**src/rtl/mem_channel_responder_pkg.sv**
```systemverilog
// gpu_mem_pkg: types and default sizes shared by the memory channel responder.
//   chan_state_e : per-channel request FSM state
//   op_e         : operation latched by a channel
//   DEF_*        : default geometry used by the interface, channel and top
package gpu_mem_pkg;

  typedef enum logic [1:0] {
    CH_IDLE = 2'd0,
    CH_BUSY = 2'd1,
    CH_RESP = 2'd2
  } chan_state_e;

  typedef enum logic {
    OP_READ  = 1'b0,
    OP_WRITE = 1'b1
  } op_e;

  localparam int DEF_ADDR_BITS    = 8;
  localparam int DEF_DATA_BITS    = 8;
  localparam int DEF_NUM_CHANNELS = 4;
  localparam int DEF_LATENCY      = 2;

endpackage

```
**src/rtl/mem_channel_responder_if.sv**
```systemverilog
// mem_channel_if: multi-channel read/write request bus between the memory
// arbiter (master) and the memory responder (slave).
//   mem_read_valid/address        : per-channel read request, channel c at [c*ADDR_BITS +: ADDR_BITS]
//   mem_read_ready/data           : one-cycle completion pulse with read data
//   mem_write_valid/address/data  : per-channel write request
//   mem_write_ready               : one-cycle write completion pulse
interface mem_channel_if
  import gpu_mem_pkg::*;
#(
  parameter int ADDR_BITS    = DEF_ADDR_BITS,
  parameter int DATA_BITS    = DEF_DATA_BITS,
  parameter int NUM_CHANNELS = DEF_NUM_CHANNELS
);

  logic [NUM_CHANNELS-1:0]           mem_read_valid;
  logic [NUM_CHANNELS*ADDR_BITS-1:0] mem_read_address;
  logic [NUM_CHANNELS-1:0]           mem_read_ready;
  logic [NUM_CHANNELS*DATA_BITS-1:0] mem_read_data;
  logic [NUM_CHANNELS-1:0]           mem_write_valid;
  logic [NUM_CHANNELS*ADDR_BITS-1:0] mem_write_address;
  logic [NUM_CHANNELS*DATA_BITS-1:0] mem_write_data;
  logic [NUM_CHANNELS-1:0]           mem_write_ready;

  modport master (
    output mem_read_valid, mem_read_address,
    output mem_write_valid, mem_write_address, mem_write_data,
    input  mem_read_ready, mem_read_data, mem_write_ready
  );

  modport slave (
    input  mem_read_valid, mem_read_address,
    input  mem_write_valid, mem_write_address, mem_write_data,
    output mem_read_ready, mem_read_data, mem_write_ready
  );

endinterface

```
**src/rtl/mem_channel_responder_chan.sv**
```systemverilog
// mem_responder_chan: request FSM, latency counter and latched operands for
// one memory channel. Emits next-state strobes so the top can register the
// read word / commit the write on the same edge that enters RESP.
// Write ports exist only with MEM_RESPONDER_WRITE_EN defined.
//   clk, reset         : clock, synchronous active-high reset
//   rd_valid_i/addr_i  : read request from the arbiter
//   wr_valid_i/addr_i/data_i : write request (write build only)
//   rd_fire_o          : this edge enters RESP with a read
//   commit_o/commit_data_o : this edge enters RESP with a write (write build only)
//   addr_o             : address belonging to the strobes above
//
// state   | meaning
// CH_IDLE | waiting for a request; read wins over write
// CH_BUSY | latency counter running down
// CH_RESP | ready pulse is on the output this cycle
module mem_responder_chan
  import gpu_mem_pkg::*;
#(
  parameter int ADDR_BITS = DEF_ADDR_BITS,
`ifdef MEM_RESPONDER_WRITE_EN
  parameter int DATA_BITS = DEF_DATA_BITS,
`endif
  parameter int LATENCY   = DEF_LATENCY
) (
  input  logic                 clk,
  input  logic                 reset,
  input  logic                 rd_valid_i,
  input  logic [ADDR_BITS-1:0] rd_addr_i,
`ifdef MEM_RESPONDER_WRITE_EN
  input  logic                 wr_valid_i,
  input  logic [ADDR_BITS-1:0] wr_addr_i,
  input  logic [DATA_BITS-1:0] wr_data_i,
  output logic                 commit_o,
  output logic [DATA_BITS-1:0] commit_data_o,
`endif
  output logic                 rd_fire_o,
  output logic [ADDR_BITS-1:0] addr_o
);

  localparam int CNT_BITS = $clog2(LATENCY + 1);
  localparam logic [CNT_BITS-1:0] CNT_LOAD = CNT_BITS'(LATENCY - 1);

  chan_state_e state_q, state_d;
  op_e op_q, op_d;
  logic [CNT_BITS-1:0]  cnt_q, cnt_d;
  logic [ADDR_BITS-1:0] addr_q, addr_d;
`ifdef MEM_RESPONDER_WRITE_EN
  logic [DATA_BITS-1:0] data_q, data_d;
`endif

  always_comb begin
    state_d = state_q;
    op_d    = op_q;
    cnt_d   = cnt_q;
    addr_d  = addr_q;
`ifdef MEM_RESPONDER_WRITE_EN
    data_d  = data_q;
`endif
    case (state_q)
      CH_IDLE: begin
        if (rd_valid_i) begin
          op_d    = OP_READ;
          addr_d  = rd_addr_i;
          cnt_d   = CNT_LOAD;
          state_d = (CNT_LOAD == '0) ? CH_RESP : CH_BUSY;
        end
`ifdef MEM_RESPONDER_WRITE_EN
        else if (wr_valid_i) begin
          op_d    = OP_WRITE;
          addr_d  = wr_addr_i;
          data_d  = wr_data_i;
          cnt_d   = CNT_LOAD;
          state_d = (CNT_LOAD == '0) ? CH_RESP : CH_BUSY;
        end
`endif
      end
      CH_BUSY: begin
        cnt_d = cnt_q - CNT_BITS'(1);
        if (cnt_d == '0) state_d = CH_RESP;
      end
      CH_RESP: state_d = CH_IDLE;
      default: state_d = CH_IDLE;
    endcase
  end

  // Strobes look at the next state so the array access lines up with the
  // edge that raises ready; addr_d already holds the operand in that case.
  assign rd_fire_o = (state_d == CH_RESP) && (op_d == OP_READ);
  assign addr_o    = addr_d;
`ifdef MEM_RESPONDER_WRITE_EN
  assign commit_o      = (state_d == CH_RESP) && (op_d == OP_WRITE);
  assign commit_data_o = data_d;
`endif

  always_ff @(posedge clk) begin
    if (reset) begin
      state_q <= CH_IDLE;
      op_q    <= OP_READ;
      cnt_q   <= '0;
      addr_q  <= '0;
`ifdef MEM_RESPONDER_WRITE_EN
      data_q  <= '0;
`endif
    end else begin
      state_q <= state_d;
      op_q    <= op_d;
      cnt_q   <= cnt_d;
      addr_q  <= addr_d;
`ifdef MEM_RESPONDER_WRITE_EN
      data_q  <= data_d;
`endif
    end
  end

endmodule

```
**src/rtl/mem_channel_responder.sv**
```systemverilog
// mem_channel_responder: behavioural memory behind the multi-channel memory
// interface. One mem_responder_chan per channel shares a single array; the
// top registers ready pulses and read data and commits writes.
//   clk    : clock, rising edge
//   reset  : synchronous active-high; array contents are kept
//   bus    : mem_channel_if.slave (read/write request and response bus)
// Macro MEM_RESPONDER_WRITE_EN enables the write path. Without it the array
// is read-only program memory: write requests are ignored, mem_write_ready
// is 0, and the array is preloaded directly in simulation.
module mem_channel_responder
  import gpu_mem_pkg::*;
#(
  parameter int ADDR_BITS    = DEF_ADDR_BITS,
  parameter int DATA_BITS    = DEF_DATA_BITS,
  parameter int NUM_CHANNELS = DEF_NUM_CHANNELS,
  parameter int LATENCY      = DEF_LATENCY
) (
  input  logic          clk,
  input  logic          reset,
  mem_channel_if.slave  bus
);

  localparam int DEPTH = 2 ** ADDR_BITS;

  logic [DATA_BITS-1:0]              mem_q [DEPTH];
  logic [NUM_CHANNELS-1:0]           rd_fire;
  logic [ADDR_BITS-1:0]              chan_addr [NUM_CHANNELS];
  logic [NUM_CHANNELS-1:0]           rd_ready_q;
  logic [NUM_CHANNELS*DATA_BITS-1:0] rd_data_q;
`ifdef MEM_RESPONDER_WRITE_EN
  logic [NUM_CHANNELS-1:0]           commit;
  logic [DATA_BITS-1:0]              commit_data [NUM_CHANNELS];
  logic [NUM_CHANNELS-1:0]           wr_ready_q;
`endif

  for (genvar c = 0; c < NUM_CHANNELS; c++) begin : g_chan
    mem_responder_chan #(
      .ADDR_BITS (ADDR_BITS),
`ifdef MEM_RESPONDER_WRITE_EN
      .DATA_BITS (DATA_BITS),
`endif
      .LATENCY   (LATENCY)
    ) u_chan (
      .clk           (clk),
      .reset         (reset),
      .rd_valid_i    (bus.mem_read_valid[c]),
      .rd_addr_i     (bus.mem_read_address[c*ADDR_BITS +: ADDR_BITS]),
`ifdef MEM_RESPONDER_WRITE_EN
      .wr_valid_i    (bus.mem_write_valid[c]),
      .wr_addr_i     (bus.mem_write_address[c*ADDR_BITS +: ADDR_BITS]),
      .wr_data_i     (bus.mem_write_data[c*DATA_BITS +: DATA_BITS]),
      .commit_o      (commit[c]),
      .commit_data_o (commit_data[c]),
`endif
      .rd_fire_o     (rd_fire[c]),
      .addr_o        (chan_addr[c])
    );
  end

  // Reads sample the array with non-blocking semantics, so a read landing on
  // the same edge as a write to that address returns the old word.
  always_ff @(posedge clk) begin
    if (reset) begin
      rd_ready_q <= '0;
      rd_data_q  <= '0;
    end else begin
      rd_ready_q <= rd_fire;
      for (int c = 0; c < NUM_CHANNELS; c++) begin
        if (rd_fire[c]) rd_data_q[c*DATA_BITS +: DATA_BITS] <= mem_q[chan_addr[c]];
      end
    end
  end

  assign bus.mem_read_ready = rd_ready_q;
  assign bus.mem_read_data  = rd_data_q;

`ifdef MEM_RESPONDER_WRITE_EN
  always_ff @(posedge clk) begin
    if (reset) wr_ready_q <= '0;
    else       wr_ready_q <= commit;
  end

  // Ascending loop: the highest channel index writing an address wins.
  // Reset on the commit edge aborts the write.
  always_ff @(posedge clk) begin
    if (!reset) begin
      for (int c = 0; c < NUM_CHANNELS; c++) begin
        if (commit[c]) mem_q[chan_addr[c]] <= commit_data[c];
      end
    end
  end

  assign bus.mem_write_ready = wr_ready_q;
`else
  assign bus.mem_write_ready = '0;
`endif

endmodule
```
**src/flat_wrapper.sv**
```systemverilog
// flat-port wrapper written by rule: the top's interface ports become plain ports
module mem_channel_responder_flat import gpu_mem_pkg::*;
#(
  parameter int ADDR_BITS    = DEF_ADDR_BITS,
  parameter int DATA_BITS    = DEF_DATA_BITS,
  parameter int NUM_CHANNELS = DEF_NUM_CHANNELS,
  parameter int LATENCY      = DEF_LATENCY
)
  (clk, reset, bus_mem_read_valid, bus_mem_read_address, bus_mem_write_valid, bus_mem_write_address, bus_mem_write_data, bus_mem_read_ready, bus_mem_read_data, bus_mem_write_ready);
  mem_channel_if #(.ADDR_BITS(ADDR_BITS), .DATA_BITS(DATA_BITS), .NUM_CHANNELS(NUM_CHANNELS)) bus_i ();
  input  logic clk;
  input  logic reset;
  input wire logic [$bits(bus_i.mem_read_valid)-1:0] bus_mem_read_valid;
  input wire logic [$bits(bus_i.mem_read_address)-1:0] bus_mem_read_address;
  input wire logic [$bits(bus_i.mem_write_valid)-1:0] bus_mem_write_valid;
  input wire logic [$bits(bus_i.mem_write_address)-1:0] bus_mem_write_address;
  input wire logic [$bits(bus_i.mem_write_data)-1:0] bus_mem_write_data;
  output wire logic [$bits(bus_i.mem_read_ready)-1:0] bus_mem_read_ready;
  output wire logic [$bits(bus_i.mem_read_data)-1:0] bus_mem_read_data;
  output wire logic [$bits(bus_i.mem_write_ready)-1:0] bus_mem_write_ready;
  assign bus_i.mem_read_valid = bus_mem_read_valid;
  assign bus_i.mem_read_address = bus_mem_read_address;
  assign bus_i.mem_write_valid = bus_mem_write_valid;
  assign bus_i.mem_write_address = bus_mem_write_address;
  assign bus_i.mem_write_data = bus_mem_write_data;
  assign bus_mem_read_ready = bus_i.mem_read_ready;
  assign bus_mem_read_data = bus_i.mem_read_data;
  assign bus_mem_write_ready = bus_i.mem_write_ready;
  mem_channel_responder #(.ADDR_BITS(ADDR_BITS), .DATA_BITS(DATA_BITS), .NUM_CHANNELS(NUM_CHANNELS), .LATENCY(LATENCY)) u_core (.clk(clk), .reset(reset), .bus(bus_i));
endmodule
```
**config.mk**
```make
export PLATFORM = sky130hd
export DESIGN_NAME = mem_channel_responder_flat
export DESIGN_NICKNAME = d
export VERILOG_FILES = /design/src/rtl/mem_channel_responder_pkg.sv /design/src/rtl/mem_channel_responder_if.sv /design/src/rtl/mem_channel_responder_chan.sv /design/src/rtl/mem_channel_responder.sv /design/src/flat_wrapper.sv
export SDC_FILE = /design/constraint.sdc
export NUM_CORES = 1
export LEC_CHECK = 0
export BUFFER_PORTS_ARGS = -buffer_cell sky130_fd_sc_hd__buf_2
export CELL_PAD_IN_SITES_DETAIL_PLACEMENT = 1
export CELL_PAD_IN_SITES_GLOBAL_PLACEMENT = 2
export CORE_MARGIN = 1
export CORE_UTILIZATION = 17
export CTS_CLUSTER_SIZE = 16
export DETAILED_ROUTE_END_ITERATION = 16
export PLACE_DENSITY = 0.85
export SYNTH_ARGS = -nofsm -noshare
export SYNTH_HDL_FRONTEND = slang
export SYNTH_SLANG_ARGS = --single-unit
```
**constraint.sdc**
```tcl
create_clock -name clk -period 1.5 [get_ports clk]
set_input_delay 0.075 -clock clk [delete_from_list [all_inputs] [get_ports clk]]
set_output_delay 0.075 -clock clk [all_outputs]
set_load 0.005 [all_outputs]
```
# [Word-level counts from Yosys, hierarchy flattened]
# Cells that the tools add are included.
[classes] n_eq_ne=12 mux=28 reduce_logical=20 bitwise_logic=4 addsub=4
[op_table] operator="$pmux W2 S2" n=8
[op_table] operator="$mux W2" n=12
[op_table] operator="$logic_not A2 Y1" n=8
[op_table] operator="$eq A2 B1 Y1 const B" n=4
[op_table] operator="$eq A2 B2 Y1 const B" n=4
[op_table] operator="$mux W1" n=8
[op_table] operator="$ne A2 B2 Y1 const B" n=4
[op_table] operator="$reduce_and A2 Y1" n=4
[op_table] operator="$reduce_bool A2 Y1" n=4
[op_table] operator="$sub A2 B1 Y2 const B" n=4
[op_table] operator="$logic_and A1 B1 Y1" n=4
[op_table] operator="$not A1 Y1" n=4
[word_totals] out_inout_bits=40 reg_bits=56

# [Depth between registers and ports, before layout]
[depth] depth_word=6 mapped_depth=4 mapped_depth_nobuf=4

# [Hierarchy]
# Synthesis repeated with hierarchy kept, for this count alone.
[hier_totals] cells_unflattened=305 hier_area_um2=3126.7
[modules_own_cells] mod="mem_responder_chan" instances=4 area_each_um2=686.9 cells_per_inst=65
[modules_own_cells] mod="mem_channel_responder" instances=1 area_each_um2=379.1 cells_per_inst=45

# [Least setup slack after synthesis]
# OpenSTA, ideal clock, no wires.
[synth_path] path_type="register -> register" startpoint="register u_core.g_chan[2].u_chan.cnt_q[1]" endpoint="register u_core.g_chan[2].u_chan.cnt_q[1]" setup_ps=116 slack_ps=466 path_buffers=0 stages_incl_launch_ff=5 arrival_time_ps=917 period_less_slack_ps=1034 path_cell_list="dfxtp_1 inv_1 ha_1 nor4bb_1 a31o_2"
[synth_via] elab_chain_len=2
[synth_rtl] element="start: declaration" line="mem_channel_responder_chan.sv:45" text="logic [CNT_BITS-1:0] cnt_q, cnt_d;"
[synth_rtl] element="start signal: assignment" line="mem_channel_responder_chan.sv:107" text="cnt_q <= cnt_d;"
[synth_rtl] element="$sub A2 B1 Y2" line="mem_channel_responder_chan.sv:78" text="cnt_d = cnt_q - CNT_BITS'(1);"
[synth_rtl] element="$pmux W2 S2" line="mem_channel_responder_chan.sv:59" text="case (state_q)"
# No other way between the ends.
# A chain may end at the register's enable or synchronous reset.

# [Worst setup path in the final report]
# Ends and elaborated chain as after synthesis.

==> impl_results.md <==
- Result of the run: complete, no violations
- Required time of the critical path: 1720 ps
- Total global routing overflow: 0
- Average size of a mapped cell: 10.1 µm²
- PwrDens: 1120 nW/µm²
- Final Power: 1.48 mW
- Die extent in x: 87.7 µm
- H-tree level count: 1
- CP Cell Sequence: inv_1 > ha_1 > nor4bb_1 > a31o_2
- Worst path arrival time: 1340 ps
- Slew Limit Fails: 0
- Total routed wire length on the met1 layer: 836 µm
- IO Pins: 146
- Total number of clock tree sinks: 24
- Number of hold buffers added after CTS: 0
- Leakage dissipation: 0.607 nW
- Setup slack of the critical path after layout: 373 ps
- Maximum resistive drop on vdd: 336 µV
- Antenna violations before repair: 0
- Placement Setup Slack: 389 ps
- Number of setup violations in the final report: 0
- Die Outline Area: 7700 µm²
- Crit path max-delay cell type: dfxtp_1
- Area growth syn-to-layout: 5.71%
- Final total negative setup slack: 0 ps
- Count of routing violations after the opening detailed-route iteration: 17
- Maximum clock skew at final layout: 3.04 ps
- Fraction of final layout cells with drive strength greater than 1: 17.2%
- Clock-pin slew of the registers on the worst-case setup and hold paths: 80 ps
- Period Utilization, post-route: 75.1%
- Largest delay share family, worst path: flip-flops
- Core outline area: 6940 µm²
- Unrepaired setup endpoints after global routing: false
- Post-route DRC violation count: 0
- Ant diodes: 0
- Cell count after placement: 226
- Sum of buffers and inverters on the critical path: 1
- Met3 wire length: 147 µm
- Highest metal used: met4
- TritonCTS buffer count: 3
- Fmax achieved: 0.887 GHz
- Global Route Usage Sum: 5.09%
- Max incr delay on CP: 340 ps
- Sum of met2 wire segment lengths after detailed routing: 892 µm
- Mean number of vias per cell: 3.30
- Portion of the post-synthesis area used by sequential elements: 38.4%
- Synthesized flop and latch total: 24
- Wire length of the first global-routing pass: 3.00 mm
- Number of different library cells in the post-synthesis netlist: 22
- Placement-stage cell area: 1250 µm²
- Number of max-cap violations: 0
- Max clock buf depth: 2
- Gate Count Post-Synth: 124
- Row Count: 30
- Final cell count without fillers: 230
- Detailed-routing iteration count for the pre-antenna-repair pass: 4
- Sum of routed wire length over all layers: 1.91 mm
- Routability Congestion: 0.703
- Synth warnings: 0
- Type of the worst setup path: flip-flop to flip-flop
- Startpoint type of the worst setup path: flip-flop
- Vertical die dimension: 87.7 µm
- Post-CTS Resized: 0
- Port Buffer Count: 9
- Buffers inserted during post-CTS setup optimization: 0
- Count of antenna-violating nets left after detailed routing: 0
- Net total in the final layout: 245
- Via total after detailed routing: 759
- Detailed-route wire length per cell: 8.30 µm
- Finished layout cell area: 1320 µm²
- Category of the worst setup path capture point: flip-flop
- Cell area after synthesis: 1250 µm²
- Top fanout value on the critical path: 2
- Clock period minus final worst setup slack: 1130 ps
- Via count of the first global-routing pass: 675
- Root buf cell: clkbuf_8
- Starting density of the core: 18.0%
- Count of endpoints failing hold in the final timing report: 0
- Pin count of the biggest net entering global routing: 24
- CTS tree: built
- Hold crit path type: input pin to flip-flop
- Clk_lat worst skew: 260 ps
==> cell usage in the layout, fill, tap and decap left out, types with 4 or more instances in the layout <==
cell and n:
a211oi_1 5, buf_2 9, nor2b_1 7, conb_1 36, and4bb_2 4, ha_1 4
inv_1 7, nand2b_1 14, dfxtp_1 24
==> cell families (layout without fill, tap and decap cells) <==
family          Yosys count  count (layout)  synth area share, %
fa+ha+maj                 4               4                 4.00
buf+inv                  45              20                 25.8
flops                    24              24                 38.4
compound gates           20              20                 14.1
simple gates             30              30                 17.3
other cells               1              36                0.300
==> through the flow <==
| stage | hold slack (ps) | utilization [%] |
|---|---|---|
| after global placement | 376 | 18.0 |
| after CTS | 103 | 19.0 |
| final | 116 | 19.0 |
| after global routing | 103 | 19.0 |
| after floorplan | 231 | - |
| after detailed placement | 392 | 18.0 |
==> cell type report <==
type	count	area, µm²
clock buffers	3	41.3
clock inverters	1	30.0
fillers	822	5620
inverters	7	26.3
multi-input cells	90	578
flip-flops and latches	24	480
well taps	96	120
repair buffers	9	45.0
==> cells in the mapped netlist, drive strengths merged <==
| master | count | share of area (%) |
|---|---|---|
| ha | 4 | 4.0 |
| a31o | 1 | 0.70 |
| o21bai | 1 | 0.60 |
| nor2b | 7 | 3.5 |
| o211a | 3 | 2.4 |
| a22o | 3 | 2.1 |
| dfxtp | 24 | 38 |
| o21ba | 3 | 2.4 |
| o32ai | 3 | 2.1 |
| a211oi | 5 | 3.0 |
| nor2 | 3 | 1.3 |
| o311a | 1 | 0.80 |
| and4bb | 4 | 4.0 |
| nand2b | 14 | 7.0 |
| buf | 38 | 24 |
| and3b | 1 | 0.70 |
| inv | 7 | 2.1 |
| nor4bb | 1 | 0.80 |
| conb | 1 | 0.30 |
==> registers in the layout (all words and copies together), names as in the netlist <==
| name | count |
|---|---|
| u_core.g_chan.u_chan.cnt_q | 8 |
| u_core.g_chan.u_chan.state_q | 8 |
| u_core.bus.mem_read_ready | 4 |
| u_core.g_chan.u_chan.op_q | 4 |
==> where the power goes <==
group | switching (mW) | internal [mW]
Clock | 0.204 | 0.357
Sequential | 0.0381 | 0.685
Combinational | 0.100 | 0.0962
Total | 0.342 | 1.14
==> worst paths after layout <==
path / from / to / slack [ps] / cells after the start
hold / removal: bus_mem_read_valid[0] / u_core.g_chan[0].u_chan.state_q[0]$_SDFF_PP0_ / 120 / 3
setup / recovery: u_core.g_chan[2].u_chan.cnt_q[1]$_SDFFE_PP0P_ / u_core.g_chan[2].u_chan.cnt_q[1]$_SDFFE_PP0P_ / 370 / 4
setup reg to reg: u_core.g_chan[2].u_chan.cnt_q[1]$_SDFFE_PP0P_ / u_core.g_chan[2].u_chan.cnt_q[1]$_SDFFE_PP0P_ / 370 / 4
hold reg to reg: u_core.g_chan[1].u_chan.op_q$_SDFF_PP0_ / u_core.bus.mem_read_ready[1]$_SDFF_PP0_ / 420 / 1
==> layer usage <==
| metal | vias up | track usage, % |
|---|---|---|
| li1 | 369 | - |
| met1 | 354 | 6.00 |
| met2 | 32 | 8.17 |
| met3 | 4 | 1.70 |
| met4 | 0 | 2.68 |
| met5 | - | 0 |
==> tightest hold or removal path: stages <==
cell and delay [ps]:
buf_2 120, nand2b_1 70, a211oi_1 70
Power figures use the tool's default switching activity.
